**config.mk**
```make
export PLATFORM = sky130hd
export DESIGN_NAME = board_input_conditioner
export DESIGN_NICKNAME = d
export VERILOG_FILES = /design/src/rtl/board_io_pkg.sv /design/src/rtl/debounce_chan.sv /design/src/rtl/board_input_conditioner.sv
export SDC_FILE = /design/constraint.sdc
export NUM_CORES = 1
export LEC_CHECK = 0
export CAP_MARGIN = 20
export CORE_MARGIN = 10
export CORE_UTILIZATION = 45
export CTS_BUF_LIST = sky130_fd_sc_hd__clkbuf_2 sky130_fd_sc_hd__clkbuf_4 sky130_fd_sc_hd__clkbuf_8
export DETAILED_ROUTE_END_ITERATION = 6
export GPL_TIMING_DRIVEN = 0
export PLACE_DENSITY = 0.58
export SYNTH_ARGS = -nofsm -noshare
export SYNTH_HDL_FRONTEND = slang
export SYNTH_SLANG_ARGS = --single-unit
```
**constraint.sdc**
```tcl
create_clock -name S_CLK -period 3.2 [get_ports S_CLK]
set_clock_uncertainty 0.05 [all_clocks]
set_input_delay 0.64 -clock S_CLK [delete_from_list [all_inputs] [get_ports S_CLK]]
set_output_delay 0.64 -clock S_CLK [all_outputs]
set_load 0.01 [all_outputs]
```
**src/rtl/board_io_pkg.sv**
```systemverilog
// Shared constants and debounce state encoding for the board input path.
package board_io_pkg;

  localparam int unsigned DB_CNT_DEF = 500000;
  localparam int unsigned CNT_W_DEF  = 24;

  // Encoding is {stable, pending}.
  typedef enum logic [1:0] {
    DB_IDLE_LO = 2'b00,
    DB_PEND_HI = 2'b01,
    DB_IDLE_HI = 2'b10,
    DB_PEND_LO = 2'b11
  } db_state_e;

endpackage : board_io_pkg

```
**src/rtl/debounce_chan.sv**
```systemverilog
// One input channel: 2-flop synchroniser, debounce counter and edge pulses.
module debounce_chan
  import board_io_pkg::*;
#(
  parameter int unsigned DB_CNT = DB_CNT_DEF,
  parameter int unsigned CNT_W  = CNT_W_DEF
) (
  input  logic S_CLK,
  input  logic RST,
  input  logic raw,
  output logic level,
  output logic rise,
  output logic fall
);

  localparam logic [CNT_W-1:0] CNT_LAST = CNT_W'(DB_CNT - 1);

  logic             r_s1;
  logic             r_s2;
  db_state_e        r_state;
  logic [CNT_W-1:0] r_cnt;
  logic             r_rise;
  logic             r_fall;

  db_state_e        w_state_nxt;
  logic [CNT_W-1:0] w_cnt_nxt;
  logic             w_rise_nxt;
  logic             w_fall_nxt;

  always_ff @(posedge S_CLK) begin
    if (!RST) begin
      r_s1    <= 1'b0;
      r_s2    <= 1'b0;
      r_state <= DB_IDLE_LO;
      r_cnt   <= '0;
      r_rise  <= 1'b0;
      r_fall  <= 1'b0;
    end else begin
      r_s1    <= raw;
      r_s2    <= r_s1;
      r_state <= w_state_nxt;
      r_cnt   <= w_cnt_nxt;
      r_rise  <= w_rise_nxt;
      r_fall  <= w_fall_nxt;
    end
  end

  // A sample matching the accepted value always restarts the count.
  always_comb begin
    w_state_nxt = r_state;
    w_cnt_nxt   = r_cnt;
    w_rise_nxt  = 1'b0;
    w_fall_nxt  = 1'b0;
    case (r_state)
      DB_IDLE_LO, DB_PEND_HI: begin
        if (!r_s2) begin
          w_state_nxt = DB_IDLE_LO;
          w_cnt_nxt   = '0;
        end else if (r_cnt == CNT_LAST) begin
          w_state_nxt = DB_IDLE_HI;
          w_cnt_nxt   = '0;
          w_rise_nxt  = 1'b1;
        end else begin
          w_state_nxt = DB_PEND_HI;
          w_cnt_nxt   = r_cnt + CNT_W'(1);
        end
      end
      DB_IDLE_HI, DB_PEND_LO: begin
        if (r_s2) begin
          w_state_nxt = DB_IDLE_HI;
          w_cnt_nxt   = '0;
        end else if (r_cnt == CNT_LAST) begin
          w_state_nxt = DB_IDLE_LO;
          w_cnt_nxt   = '0;
          w_fall_nxt  = 1'b1;
        end else begin
          w_state_nxt = DB_PEND_LO;
          w_cnt_nxt   = r_cnt + CNT_W'(1);
        end
      end
      default: begin
        w_state_nxt = DB_IDLE_LO;
        w_cnt_nxt   = '0;
      end
    endcase
  end

  assign level = (r_state == DB_IDLE_HI) || (r_state == DB_PEND_LO);
  assign rise  = r_rise;
  assign fall  = r_fall;

endmodule : debounce_chan

```
**src/rtl/board_input_conditioner.sv**
```systemverilog
// Synchronises and debounces the board buttons/switches feeding the CPU.
module board_input_conditioner
  import board_io_pkg::*;
#(
  parameter int unsigned DB_CNT = DB_CNT_DEF,
  parameter int unsigned CNT_W  = CNT_W_DEF
) (
  input  logic       S_CLK,
  input  logic       RST,
  input  logic       GO_IN,
  input  logic       RSTBTN_IN,
  input  logic       PINXUAN_IN,
  input  logic [1:0] DATA_CHOICE_IN,
  output logic       GO,
  output logic       GO_LEVEL,
  output logic       RST_OUT,
  output logic       PINXUAN,
  output logic [1:0] DATA_CHOICE,
  output logic       CHG
);

  logic w_go_rise, w_go_fall;
  logic w_rb_rise, w_rb_fall;
  logic w_px_rise, w_px_fall;
  logic w_dc0_rise, w_dc0_fall;
  logic w_dc1_rise, w_dc1_fall;
  logic w_unused_edges;

  debounce_chan #(.DB_CNT(DB_CNT), .CNT_W(CNT_W)) u_go (
    .S_CLK (S_CLK),
    .RST   (RST),
    .raw   (GO_IN),
    .level (GO_LEVEL),
    .rise  (w_go_rise),
    .fall  (w_go_fall)
  );

  debounce_chan #(.DB_CNT(DB_CNT), .CNT_W(CNT_W)) u_rstbtn (
    .S_CLK (S_CLK),
    .RST   (RST),
    .raw   (RSTBTN_IN),
    .level (RST_OUT),
    .rise  (w_rb_rise),
    .fall  (w_rb_fall)
  );

  debounce_chan #(.DB_CNT(DB_CNT), .CNT_W(CNT_W)) u_pinxuan (
    .S_CLK (S_CLK),
    .RST   (RST),
    .raw   (PINXUAN_IN),
    .level (PINXUAN),
    .rise  (w_px_rise),
    .fall  (w_px_fall)
  );

  debounce_chan #(.DB_CNT(DB_CNT), .CNT_W(CNT_W)) u_dc0 (
    .S_CLK (S_CLK),
    .RST   (RST),
    .raw   (DATA_CHOICE_IN[0]),
    .level (DATA_CHOICE[0]),
    .rise  (w_dc0_rise),
    .fall  (w_dc0_fall)
  );

  debounce_chan #(.DB_CNT(DB_CNT), .CNT_W(CNT_W)) u_dc1 (
    .S_CLK (S_CLK),
    .RST   (RST),
    .raw   (DATA_CHOICE_IN[1]),
    .level (DATA_CHOICE[1]),
    .rise  (w_dc1_rise),
    .fall  (w_dc1_fall)
  );

  // Pulses come straight from channel flops, so they line up with the levels.
  assign GO  = w_go_rise;
  assign CHG = w_px_rise | w_px_fall | w_dc0_rise | w_dc0_fall | w_dc1_rise | w_dc1_fall;

  assign w_unused_edges = w_go_fall ^ w_rb_rise ^ w_rb_fall;

endmodule : board_input_conditioner
```
# ---- Yosys cells after proc, flatten, opt, wreduce, memory -nomap -nowiden
# Cells that the tools add are included.
dict set report totals {
  elab_cells 137
  output_inout_bits 7
  register_bits 147
  inputBits 7
}
dict set report op_classes {
  n_addsub 5
  n_eq_ne 20
  bitwise 9
  n_mux 49
  reduce_logical 27
}
# op n
set ops {}
lappend ops {{$mux W24} 15}
lappend ops {{$pmux W24 S2} 5}
lappend ops {{$add A24 B1 Y24 const B} 5}
lappend ops {{$eq A24 B19 Y1 const B} 5}
lappend ops {{$mux W2} 20}
lappend ops {{$eq A2 B2 Y1 const B} 10}
lappend ops {{$pmux W2 S2} 5}
lappend ops {{$reduce_or A2 Y1} 10}
lappend ops {{$reduce_and A3 Y1} 4}
lappend ops {{$eq A2 B1 Y1 const B} 5}
lappend ops {{$logic_not A2 Y1} 5}
lappend ops {{$reduce_or A3 Y1} 3}
lappend ops {{$logic_or A1 B1 Y1} 5}
lappend ops {{$or A1 B1 Y1} 5}
lappend ops {{$mux W1} 4}
lappend ops {{$not A1 Y1} 4}

# ---- Depth between registers and ports, before layout
# Gate-level depths: netlist (run 1).
dict set report depth {
  depth_word 5
  mapped_depth 7
  mapped_depth_nobuf 5
}

# ---- Modules after synthesis
# Synthesis (run 1) repeated with hierarchy kept, for this count alone.
dict set report hier_totals {
  hier_cells 740
  area_unflattened_um2 6687.7
}
# module seq_area_each_um2 cells_each n_inst area_each_um2
set by_module_without_submodules {}
lappend by_module_without_submodules {{debounce_chan (u_dc0 ...)} 580.6 148 4 1335.0}
lappend by_module_without_submodules {{debounce_chan (u_rstbtn)} 580.6 145 1 1333.8}
lappend by_module_without_submodules {board_input_conditioner 0.0 3 1 13.8}

# ---- Worst setup path before layout (run 1)
# Ideal clock, no wire load.
dict set report synth_timing {
  kind {reg2reg}
  start {register u_dc0.r_cnt[0]}
  end {register u_dc0.r_cnt[10]}
  stages_incl_launch_ff 7
  setup_time_ns 0.126
  n_path_buf 1
  t_required_ns 3.024
  synth_period_minus_slack_ns 1.988
  t_arrival_ns 1.811
  slack_ns 1.212
  path_cell_list {dfxtp_1 > ha_1 > nand2_1 > or2_2 > o31ai_2 > clkbuf_1 > nor2_1}
}
dict set report synth_via {
  elab_chain_cells 4
  word_cells_on_any_way 6
  cone_classes {1 x add/sub; 1 x eq/ne; 4 x mux}
}
# element line
set synth_rtl {}
lappend synth_rtl {{from (decl)} debounce_chan.sv:21} ;# logic [CNT_W-1:0] r_cnt;
lappend synth_rtl {{from (signal assigned)} debounce_chan.sv:42} ;# r_cnt <= w_cnt_nxt;
lappend synth_rtl {{$add A24 B1 Y24 / $eq A24 B19 Y1 (equally long branches)} --}
lappend synth_rtl {{$mux W24 (*)} {debounce_chan.sv:59, debounce_chan.sv:72}}
lappend synth_rtl {{$mux W24 (on tied branches)} {debounce_chan.sv:69, debounce_chan.sv:56}}
lappend synth_rtl {{$pmux W24 S2 (*)} debounce_chan.sv:54} ;# case (r_state)
# Mark *: on every way between the ends. The rest lies on a longest branch, timed or not.
# A chain may end at the register's enable or synchronous reset.

# ---- Final worst setup path (run 1)
dict set report layout_timing {
  start {register u_go.r_cnt[0]}
  end {register u_go.r_cnt[3]}
}
dict set report layout_via {
  elab_chain_cells 4
  word_cells_on_any_way 6
  cone_classes {1 x add/sub; 1 x eq/ne; 4 x mux}
}
# element line
set layout_rtl {}
lappend layout_rtl {{from (decl)} debounce_chan.sv:21}
lappend layout_rtl {{from (signal assigned)} debounce_chan.sv:42}
lappend layout_rtl {{$add A24 B1 Y24 / $eq A24 B19 Y1 (equally long branches)} --}
lappend layout_rtl {{$mux W24 (*)} {debounce_chan.sv:59, debounce_chan.sv:72}}
lappend layout_rtl {{$mux W24 (on tied branches)} {debounce_chan.sv:69, debounce_chan.sv:56}}
lappend layout_rtl {{$pmux W24 S2 (*)} debounce_chan.sv:54}
# Marks and branches as above.

==> results of run 1 <==
[metrics by stage]
step / instance area [µm²] / util [%] / power [mW] / instances
6_report: 7010 / 50.9 / 3.15 / 952
3_3_place_gp: 6650 / 48.3 / 1.86 / 921
5_1_grt: 7010 / 50.9 / 3.28 / 952
3_5_place_dp: 6650 / 48.3 / 1.86 / 921
2_1_floorplan: 6290 / - / 1.84 / 728
4_1_cts: 7010 / 50.9 / 3.20 / 952
[registers in the layout (all words and copies together) (netlist names), 24 cells and up]
signal / cells
u_pinxuan.r_cnt: 24
u_rstbtn.r_cnt: 24
u_dc0.r_cnt: 24
u_dc1.r_cnt: 24
u_go.r_cnt: 24
[report_power, final]
part | switching (mW) | internal (mW)
Clock | 0.633 | 0.699
Combinational | 0.0230 | 0.0150
Sequential | 0.00467 | 1.77
Total | 0.661 | 2.49
[cells in the final DEF (no fill, tap or decap), types with 5 or more instances in the layout]
cell,count
sky130_fd_sc_hd__a21oi_1,44
sky130_fd_sc_hd__and2_1,13
sky130_fd_sc_hd__and3_1,9
sky130_fd_sc_hd__and4_1,18
sky130_fd_sc_hd__buf_2,6
sky130_fd_sc_hd__clkbuf_1,25
sky130_fd_sc_hd__clkbuf_8,20
sky130_fd_sc_hd__clkdlybuf4s50_1,13
sky130_fd_sc_hd__clkinv_2,5
sky130_fd_sc_hd__dfxtp_1,142
sky130_fd_sc_hd__ha_1,5
sky130_fd_sc_hd__inv_1,20
sky130_fd_sc_hd__nand2_1,40
sky130_fd_sc_hd__nand3_1,42
sky130_fd_sc_hd__nand4_1,41
sky130_fd_sc_hd__nor2_1,89
sky130_fd_sc_hd__nor3_1,16
sky130_fd_sc_hd__nor4_1,17
sky130_fd_sc_hd__nor4b_1,10
sky130_fd_sc_hd__o21ai_0,30
sky130_fd_sc_hd__o31ai_1,14
sky130_fd_sc_hd__or3_1,31
sky130_fd_sc_hd__or4_1,21
sky130_fd_sc_hd__xnor2_1,30
sky130_fd_sc_hd__xor2_1,43
[cell families (layout without fill, tap and decap cells)]
group,count (synthesis),count (layout),synth area share (%)
AND/OR/NAND/NOR,357,357,31.3
XOR/XNOR,73,73,10.2
buffers and inverters,54,98,3.58
flip-flops,142,142,45.2
AO/OA/AOI/OAI,97,97,8.73
adder cells (fa/ha/maj),5,5,0.994
[worst max path at each step]
stage	startpoint	endpoint	slack (ns)	cells after the start
floorplan	u_dc0.r_cnt[0]$_SDFF_PN0_	u_dc0.r_cnt[10]$_SDFF_PN0_	1.21	6
global placement	RST	u_go.r_cnt[21]$_SDFF_PN0_	0.70	5
detailed placement	RST	u_go.r_cnt[22]$_SDFF_PN0_	0.63	5
CTS	u_dc0.r_cnt[0]$_SDFF_PN0_	u_dc0.r_cnt[16]$_SDFF_PN0_	0.76	6
global route	u_dc0.r_cnt[0]$_SDFF_PN0_	u_dc0.r_cnt[16]$_SDFF_PN0_	0.54	6
finish	u_go.r_cnt[0]$_SDFF_PN0_	u_go.r_cnt[3]$_SDFF_PN0_	0.77	7
[cell usage after synthesis, drive strengths merged (4+ instances only)]
library cell / count
nor2b: 4
nand4: 43
or4: 21
dfxtp: 142
nor4: 17
nor4b: 10
xor2: 43
inv: 20
clkbuf: 25
o31ai: 15
xnor2: 30
nor3: 16
and3: 9
buf: 9
nand2: 40
and2: 13
nor2: 89
nand3: 42
ha: 5
o21ai: 30
or3: 31
and4: 18
a21oi: 44
[layer usage]
metal / vias up / GRT usage (%) / wire [µm]
met3: 12 / 4.04 / 419
met4: 0 / 4.77 / 181
met2: 64 / 21.2 / 5930
li1: 2678 / - / -
met5: - / 0 / 0
met1: 2456 / 16.8 / 6170
[critical path, stage by stage, from the launching register on]
cell,delay [ns]
sky130_fd_sc_hd__dfxtp_1,0.37
sky130_fd_sc_hd__ha_1,0.21
sky130_fd_sc_hd__and4_1,0.18
sky130_fd_sc_hd__clkbuf_1,0.26
sky130_fd_sc_hd__nand2_1,0.16
sky130_fd_sc_hd__o211ai_1,0.52
sky130_fd_sc_hd__clkbuf_1,0.45
sky130_fd_sc_hd__nor2_1,0.10
[layout make-up]
| type | count | area, µm² |
|---|---|---|
| Inverter | 20 | 75.1 |
| Buffer | 34 | 150 |
| Sequential cell | 142 | 2840 |
| Fill cell | 1351 | 6760 |
| Timing Repair Buffer | 13 | 130 |
| Tap cell | 180 | 225 |
| Clock inverter | 7 | 62.6 |
| Clock buffer | 24 | 305 |
| Multi-Input combinational cell | 532 | 3220 |
==> impl_metrics.prom, run 1 <==
# TYPE chip_impl_metric gauge
chip_impl_info{name="outcome",value="finished clean"} 1
chip_impl_metric{name="achievable-frequency",unit="MHz"} 411
chip_impl_metric{name="route.detailed.drc",unit=""} 0
chip_impl_metric{name="grt_pass1_wl",unit="mm"} 22.1
chip_impl_metric{name="fp.dieArea",unit="mm²"} 0.0191
chip_impl_info{name="worstHoldEndpoint",value="u_dc1.r_s2$_SDFF_PN0_"} 1
chip_impl_metric{name="register_area_share_after_synthesis",unit="%"} 45.2
chip_impl_metric{name="cts_num_sinks",unit=""} 142
chip_impl_metric{name="drv_slew",unit=""} 0
chip_impl_metric{name="cts.clk_slew.worst_paths",unit="ns"} 0.08
chip_impl_metric{name="post-synth-top-area-fraction",unit="%"} 45.2
chip_impl_metric{name="worstPathRequired",unit="ns"} 3.46
chip_impl_metric{name="detail_placement_hpwl",unit="mm"} 9.04
chip_impl_metric{name="routabilityCongestion",unit=""} 0.818
chip_impl_metric{name="synth.net_count",unit=""} 740
chip_impl_metric{name="firstDrtPassIters",unit=""} 5
chip_impl_metric{name="row_count",unit=""} 43
chip_impl_metric{name="final_antenna_net_count",unit=""} 0
chip_impl_metric{name="die_w",unit="µm"} 138
chip_impl_metric{name="cts-resized-gates",unit=""} 0
chip_impl_metric{name="ctsHtreeMaxLevel",unit=""} 4
chip_impl_metric{name="period_share",unit="%"} 76.0
chip_impl_metric{name="post-cts-setup-buffer-count",unit=""} 0
chip_impl_info{name="setup_repair_after_global_routing_missed_its_margin",value="false"} 1
chip_impl_metric{name="synth_to_layout_area_growth",unit="%"} 11.5
chip_impl_metric{name="irDropWorstVdd",unit="V"} 0.000248
chip_impl_metric{name="hold_fix_buffers_cts",unit=""} 0
chip_impl_metric{name="worst_ep_arrival_time",unit="ns"} 2.69
chip_impl_metric{name="worst_reg2reg_path_depth",unit=""} 7
chip_impl_metric{name="numCtsBuffers",unit=""} 17
chip_impl_metric{name="chipHeight",unit="µm"} 138
chip_impl_info{name="cts_tree",value="built"} 1
chip_impl_metric{name="synth_cells",unit=""} 728
chip_impl_info{name="worstReg2RegStart",value="u_go.r_cnt[0]$_SDFF_PN0_"} 1
chip_impl_metric{name="first_global_vias",unit=""} 4843
chip_impl_metric{name="route.detailed.wl_per_inst",unit="µm"} 13.3
chip_impl_info{name="hp-start",value="u_dc1.r_s1$_SDFF_PN0_"} 1
chip_impl_metric{name="port_buffers",unit=""} 13
chip_impl_metric{name="wl",unit="mm"} 12.7
chip_impl_metric{name="core_area",unit="mm²"} 0.0138
chip_impl_metric{name="rrSetupSlack",unit="ns"} 0.77
chip_impl_metric{name="clock_latency",unit="ns"} 0.45
chip_impl_metric{name="relative_slew_slack",unit="%"} 59.3
chip_impl_metric{name="hold_viol",unit=""} 0
chip_impl_metric{name="nets",unit=""} 772
chip_impl_metric{name="grt_start_max_net_pins",unit=""} 17
chip_impl_metric{name="drv.max_cap_violation_count",unit=""} 0
chip_impl_metric{name="power.leakage",unit="nW"} 2.10
chip_impl_metric{name="drive_above_1_share",unit="%"} 5.83
chip_impl_metric{name="grt_overflow_total",unit=""} 0
chip_impl_metric{name="async_reset_ff_share",unit="%"} 0
chip_impl_metric{name="ys_warn_count",unit=""} 0
chip_impl_metric{name="num_io_pins",unit=""} 14
chip_impl_metric{name="detailedPlace.worstSlack",unit="ns"} 0.630
chip_impl_metric{name="post_synth_num_cell_types",unit=""} 34
chip_impl_info{name="ys.flop_type",value="sky130_fd_sc_hd__dfxtp_1"} 1
chip_impl_info{name="hold_class",value="reg2reg"} 1
chip_impl_metric{name="postSynthRegisterBits",unit=""} 142
chip_impl_metric{name="mean_cell_area_of_the_mapped_netlist",unit="µm²"} 8.64
chip_impl_metric{name="power.density",unit="mW/mm²"} 449
chip_impl_metric{name="vias_per_cell",unit=""} 5.47
chip_impl_metric{name="antennaDiodeCount",unit=""} 0
chip_impl_metric{name="cts-root-to-sink-buffers",unit=""} 2
chip_impl_metric{name="netlist_area",unit="mm²"} 0.00629
chip_impl_info{name="start_kind",value="flop"} 1
chip_impl_info{name="clock-root-buffer",value="sky130_fd_sc_hd__clkbuf_8"} 1
chip_impl_metric{name="finalWorstPathRequiredPeriod",unit="ns"} 2.43
chip_impl_info{name="end_kind",value="flop"} 1
chip_impl_metric{name="num_vias",unit=""} 5210
chip_impl_info{name="synth_top_cells_by_area",value="sky130_fd_sc_hd__dfxtp_1 (45%), sky130_fd_sc_hd__xor2_1 (6.0%), sky130_fd_sc_hd__nor2_1 (5.3%), sky130_fd_sc_hd__xnor2_1 (4.2%), sky130_fd_sc_hd__nand4_1 (4.1%)"} 1
chip_impl_metric{name="groute.usage.overall",unit="%"} 13.4
chip_impl_metric{name="edff_count_synth",unit=""} 0
chip_impl_metric{name="worst-slew-pin-transition",unit="ns"} 0.608
chip_impl_metric{name="post-route-worst-setup-slack",unit="ns"} 0.768
chip_impl_metric{name="whs",unit="ns"} 0.393
chip_impl_metric{name="starting_density_of_the_core",unit="%"} 45.7
chip_impl_metric{name="finalSetupViolations",unit=""} 0
chip_impl_metric{name="timing.critical_path.fanout_max",unit=""} 10
chip_impl_metric{name="setup_tns",unit="ns"} 0
chip_impl_metric{name="worst_hold_stages",unit=""} 1
chip_impl_metric{name="drt_iter0_drc",unit=""} 304
chip_impl_metric{name="antenna_found_initial",unit=""} 0
chip_impl_info{name="crit-reg2reg-capture",value="u_go.r_cnt[3]$_SDFF_PN0_"} 1
chip_impl_info{name="synthDominantAreaCellType",value="sky130_fd_sc_hd__dfxtp_1"} 1
chip_impl_info{name="critPathKind",value="reg2reg"} 1
Power figures use the tool's default switching activity.
==> run 2: changes to the inputs <==
- clock period: 3.2 -> 2.5 ns (I/O delays scaled with it)
==> run 2 against run 1 <==
  * Worst hold slack is essentially flat
  * Combinational power grew 32%
  * Clock power grew 29%
  * Via count grew 0.25%
  * Design area grew 0.34%
  * Routed wire length grew 0.21%
  * Non-clock buffer count grew 2
  * Utilization grew 0.17 points
  * First-iteration DRC count shrank 12%
  * Critical path type unchanged
  * Critical endpoint is now u_dc0.r_cnt[11]$_SDFF_PN0_
==> impl_metrics.prom, run 2 (synthesized netlist as in run 1, its figures left out) <==
# TYPE chip_impl_metric gauge
chip_impl_info{name="outcome",value="finished clean"} 1
chip_impl_metric{name="num_vias",unit=""} 5223
chip_impl_metric{name="fp.dieArea",unit="mm²"} 0.0191
chip_impl_metric{name="grt_start_max_net_pins",unit=""} 17
chip_impl_metric{name="antennaDiodeCount",unit=""} 0
chip_impl_metric{name="worst-slew-pin-transition",unit="ns"} 0.606
chip_impl_info{name="top_library_cells_by_usage_in_the_layout_fill_and_taps_aside",value="sky130_fd_sc_hd__dfxtp_1 (142), sky130_fd_sc_hd__nor2_1 (89), sky130_fd_sc_hd__a21oi_1 (44)"} 1
chip_impl_info{name="start_kind",value="flop"} 1
chip_impl_metric{name="finalWorstPathRequiredPeriod",unit="ns"} 2.26
chip_impl_metric{name="chipHeight",unit="µm"} 138
chip_impl_metric{name="cts-root-to-sink-buffers",unit=""} 2
chip_impl_metric{name="vias_per_cell",unit=""} 5.47
chip_impl_metric{name="cell_internal_pwr",unit="mW"} 3.19
chip_impl_metric{name="power.switching_fraction",unit="%"} 21.0
chip_impl_metric{name="final_antenna_net_count",unit=""} 0
chip_impl_metric{name="drv.max_cap_violation_count",unit=""} 0
chip_impl_metric{name="part_of_the_power_in_combinational_logic",unit="%"} 1.2
chip_impl_metric{name="drive_above_1_share",unit="%"} 6.07
chip_impl_metric{name="wl",unit="mm"} 12.7
chip_impl_metric{name="relative_slew_slack",unit="%"} 59.4
chip_impl_metric{name="starting_density_of_the_core",unit="%"} 45.7
chip_impl_metric{name="nFillCells",unit=""} 1349
chip_impl_metric{name="drv_slew",unit=""} 0
chip_impl_metric{name="numCtsBuffers",unit=""} 17
chip_impl_metric{name="grt_pass1_wl",unit="mm"} 22.1
chip_impl_metric{name="post-route-worst-setup-slack",unit="ns"} 0.235
chip_impl_metric{name="worst_ep_arrival_time",unit="ns"} 2.53
chip_impl_metric{name="setup_tns",unit="ns"} 0
chip_impl_info{name="clock-root-buffer",value="sky130_fd_sc_hd__clkbuf_8"} 1
chip_impl_info{name="critPathKind",value="reg2reg"} 1
chip_impl_info{name="end_kind",value="flop"} 1
chip_impl_metric{name="clkPwrFrac",unit="%"} 42.3
chip_impl_metric{name="route.detailed.wl_per_inst",unit="µm"} 13.3
chip_impl_metric{name="achievable-frequency",unit="MHz"} 442
chip_impl_metric{name="ctsHtreeMaxLevel",unit=""} 4
chip_impl_metric{name="first_global_vias",unit=""} 4843
chip_impl_metric{name="switching_power_of_the_nets",unit="mW"} 0.847
chip_impl_metric{name="cts_num_sinks",unit=""} 142
chip_impl_info{name="final_common_cell",value="sky130_fd_sc_hd__dfxtp_1"} 1
chip_impl_metric{name="finalPower",unit="mW"} 4.03
chip_impl_info{name="setup_repair_after_global_routing_missed_its_margin",value="false"} 1
chip_impl_metric{name="irDropWorstVdd",unit="V"} 0.000319
chip_impl_metric{name="place_area",unit="mm²"} 0.00665
chip_impl_metric{name="detailedPlace.worstSlack",unit="ns"} 0.0670
chip_impl_metric{name="power.leakage",unit="nW"} 2.11
chip_impl_metric{name="synth_to_layout_area_growth",unit="%"} 11.9
chip_impl_metric{name="finalSetupViolations",unit=""} 0
chip_impl_info{name="cts_tree",value="built"} 1
chip_impl_metric{name="period_share",unit="%"} 90.6
chip_impl_metric{name="cts.clk_slew.worst_paths",unit="ns"} 0.08
chip_impl_metric{name="design_area",unit="mm²"} 0.00704
chip_impl_metric{name="antenna_found_initial",unit=""} 0
chip_impl_metric{name="worstPathRequired",unit="ns"} 2.77
chip_impl_metric{name="route.detailed.drc",unit=""} 0
chip_impl_metric{name="nets",unit=""} 774
chip_impl_metric{name="clock_latency",unit="ns"} 0.45
chip_impl_metric{name="row_count",unit=""} 43
chip_impl_metric{name="detail_placement_hpwl",unit="mm"} 9.04
chip_impl_metric{name="hold_fix_buffers_cts",unit=""} 0
chip_impl_metric{name="groute.usage.overall",unit="%"} 13.4
chip_impl_metric{name="power.density",unit="mW/mm²"} 573
chip_impl_info{name="hold_class",value="reg2reg"} 1
chip_impl_metric{name="core_area",unit="mm²"} 0.0138
chip_impl_metric{name="rrSetupSlack",unit="ns"} 0.24
chip_impl_metric{name="grt_overflow_total",unit=""} 0
chip_impl_metric{name="num_io_pins",unit=""} 14
chip_impl_metric{name="die_w",unit="µm"} 138
chip_impl_metric{name="routabilityCongestion",unit=""} 0.818
chip_impl_metric{name="drt_iter0_drc",unit=""} 268
chip_impl_metric{name="port_buffers",unit=""} 13
chip_impl_metric{name="power.share.sequential",unit="%"} 56.4
chip_impl_metric{name="firstDrtPassIters",unit=""} 5
chip_impl_metric{name="timing.critical_path.fanout_max",unit=""} 9
chip_impl_metric{name="hold_viol",unit=""} 0
==> run 2: final cells by class <==
cell class | instances | area, µm² | area share [%]
Sequential cell | 142 | 2840 | 40.4
Clock inverter | 7 | 62.6 | 0.889
Timing Repair Buffer | 15 | 145 | 2.06
Tap cell | 180 | 225 | 3.20
Multi-Input combinational cell | 532 | 3230 | 45.9
Inverter | 20 | 75.1 | 1.07
Clock buffer | 24 | 305 | 4.34
Buffer | 34 | 150 | 2.13
==> run 2: repair_timing <==
action / in CTS / in global routing
resized for setup: 0 / 1
setup buffers: 0 / 2
setup endpoints to repair: 0 / 29
==> run 2: metal layers <==
metal	vias to the layer above	GRT usage, %	routed length (µm)
li1	2679	-	-
met2	73	21.2	5940
met5	-	0	0
met1	2459	16.8	6170
met3	12	4.04	426
met4	0	4.77	181
==> run 2: stage by stage <==
step | hold slack (ns) | cells | util, %
2_1_floorplan | 0.362 | 728 | -
3_3_place_gp | 0.378 | 921 | 48.3
3_5_place_dp | 0.376 | 921 | 48.3
4_1_cts | 0.397 | 952 | 50.9
5_1_grt | 0.410 | 954 | 51.1
6_report | 0.393 | 954 | 51.1
==> run 2: critical path: stages (launching register included) <==
cell	delay (ns)
sky130_fd_sc_hd__dfxtp_1	0.42
sky130_fd_sc_hd__ha_1	0.30
sky130_fd_sc_hd__nand2_1	0.14
sky130_fd_sc_hd__or2_2	0.38
sky130_fd_sc_hd__o31ai_4	0.41
sky130_fd_sc_hd__clkbuf_1	0.37
sky130_fd_sc_hd__nor2_1	0.09
==> run 2: final timing paths <==
path                                           startpoint                         end  depth (start not counted)
worst min-delay path                u_dc1.r_s1$_SDFF_PN0_       u_dc1.r_s2$_SDFF_PN0_                          1
worst max register to register  u_dc0.r_cnt[0]$_SDFF_PN0_  u_dc0.r_cnt[11]$_SDFF_PN0_                          6
worst max-delay path            u_dc0.r_cnt[0]$_SDFF_PN0_  u_dc0.r_cnt[11]$_SDFF_PN0_                          6
worst min register to register      u_dc1.r_s1$_SDFF_PN0_       u_dc1.r_s2$_SDFF_PN0_                          1
==> run 2: power by group through the flow <==
stage	registers [mW]	logic (mW)	clock network (mW)
3_5_place_dp	2.33	0.0496	0
4_1_cts	2.28	0.0499	1.76
6_report	2.28	0.0502	1.71
3_3_place_gp	2.33	0.0489	0
2_1_floorplan	2.33	0.0287	0
5_1_grt	2.28	0.0569	1.86
==> run 3: changes to the inputs <==
- CAP_MARGIN: 20 -> 10
==> results of run 3 <==
The final DEF is identical to that of run 2; final timing and power are the same.
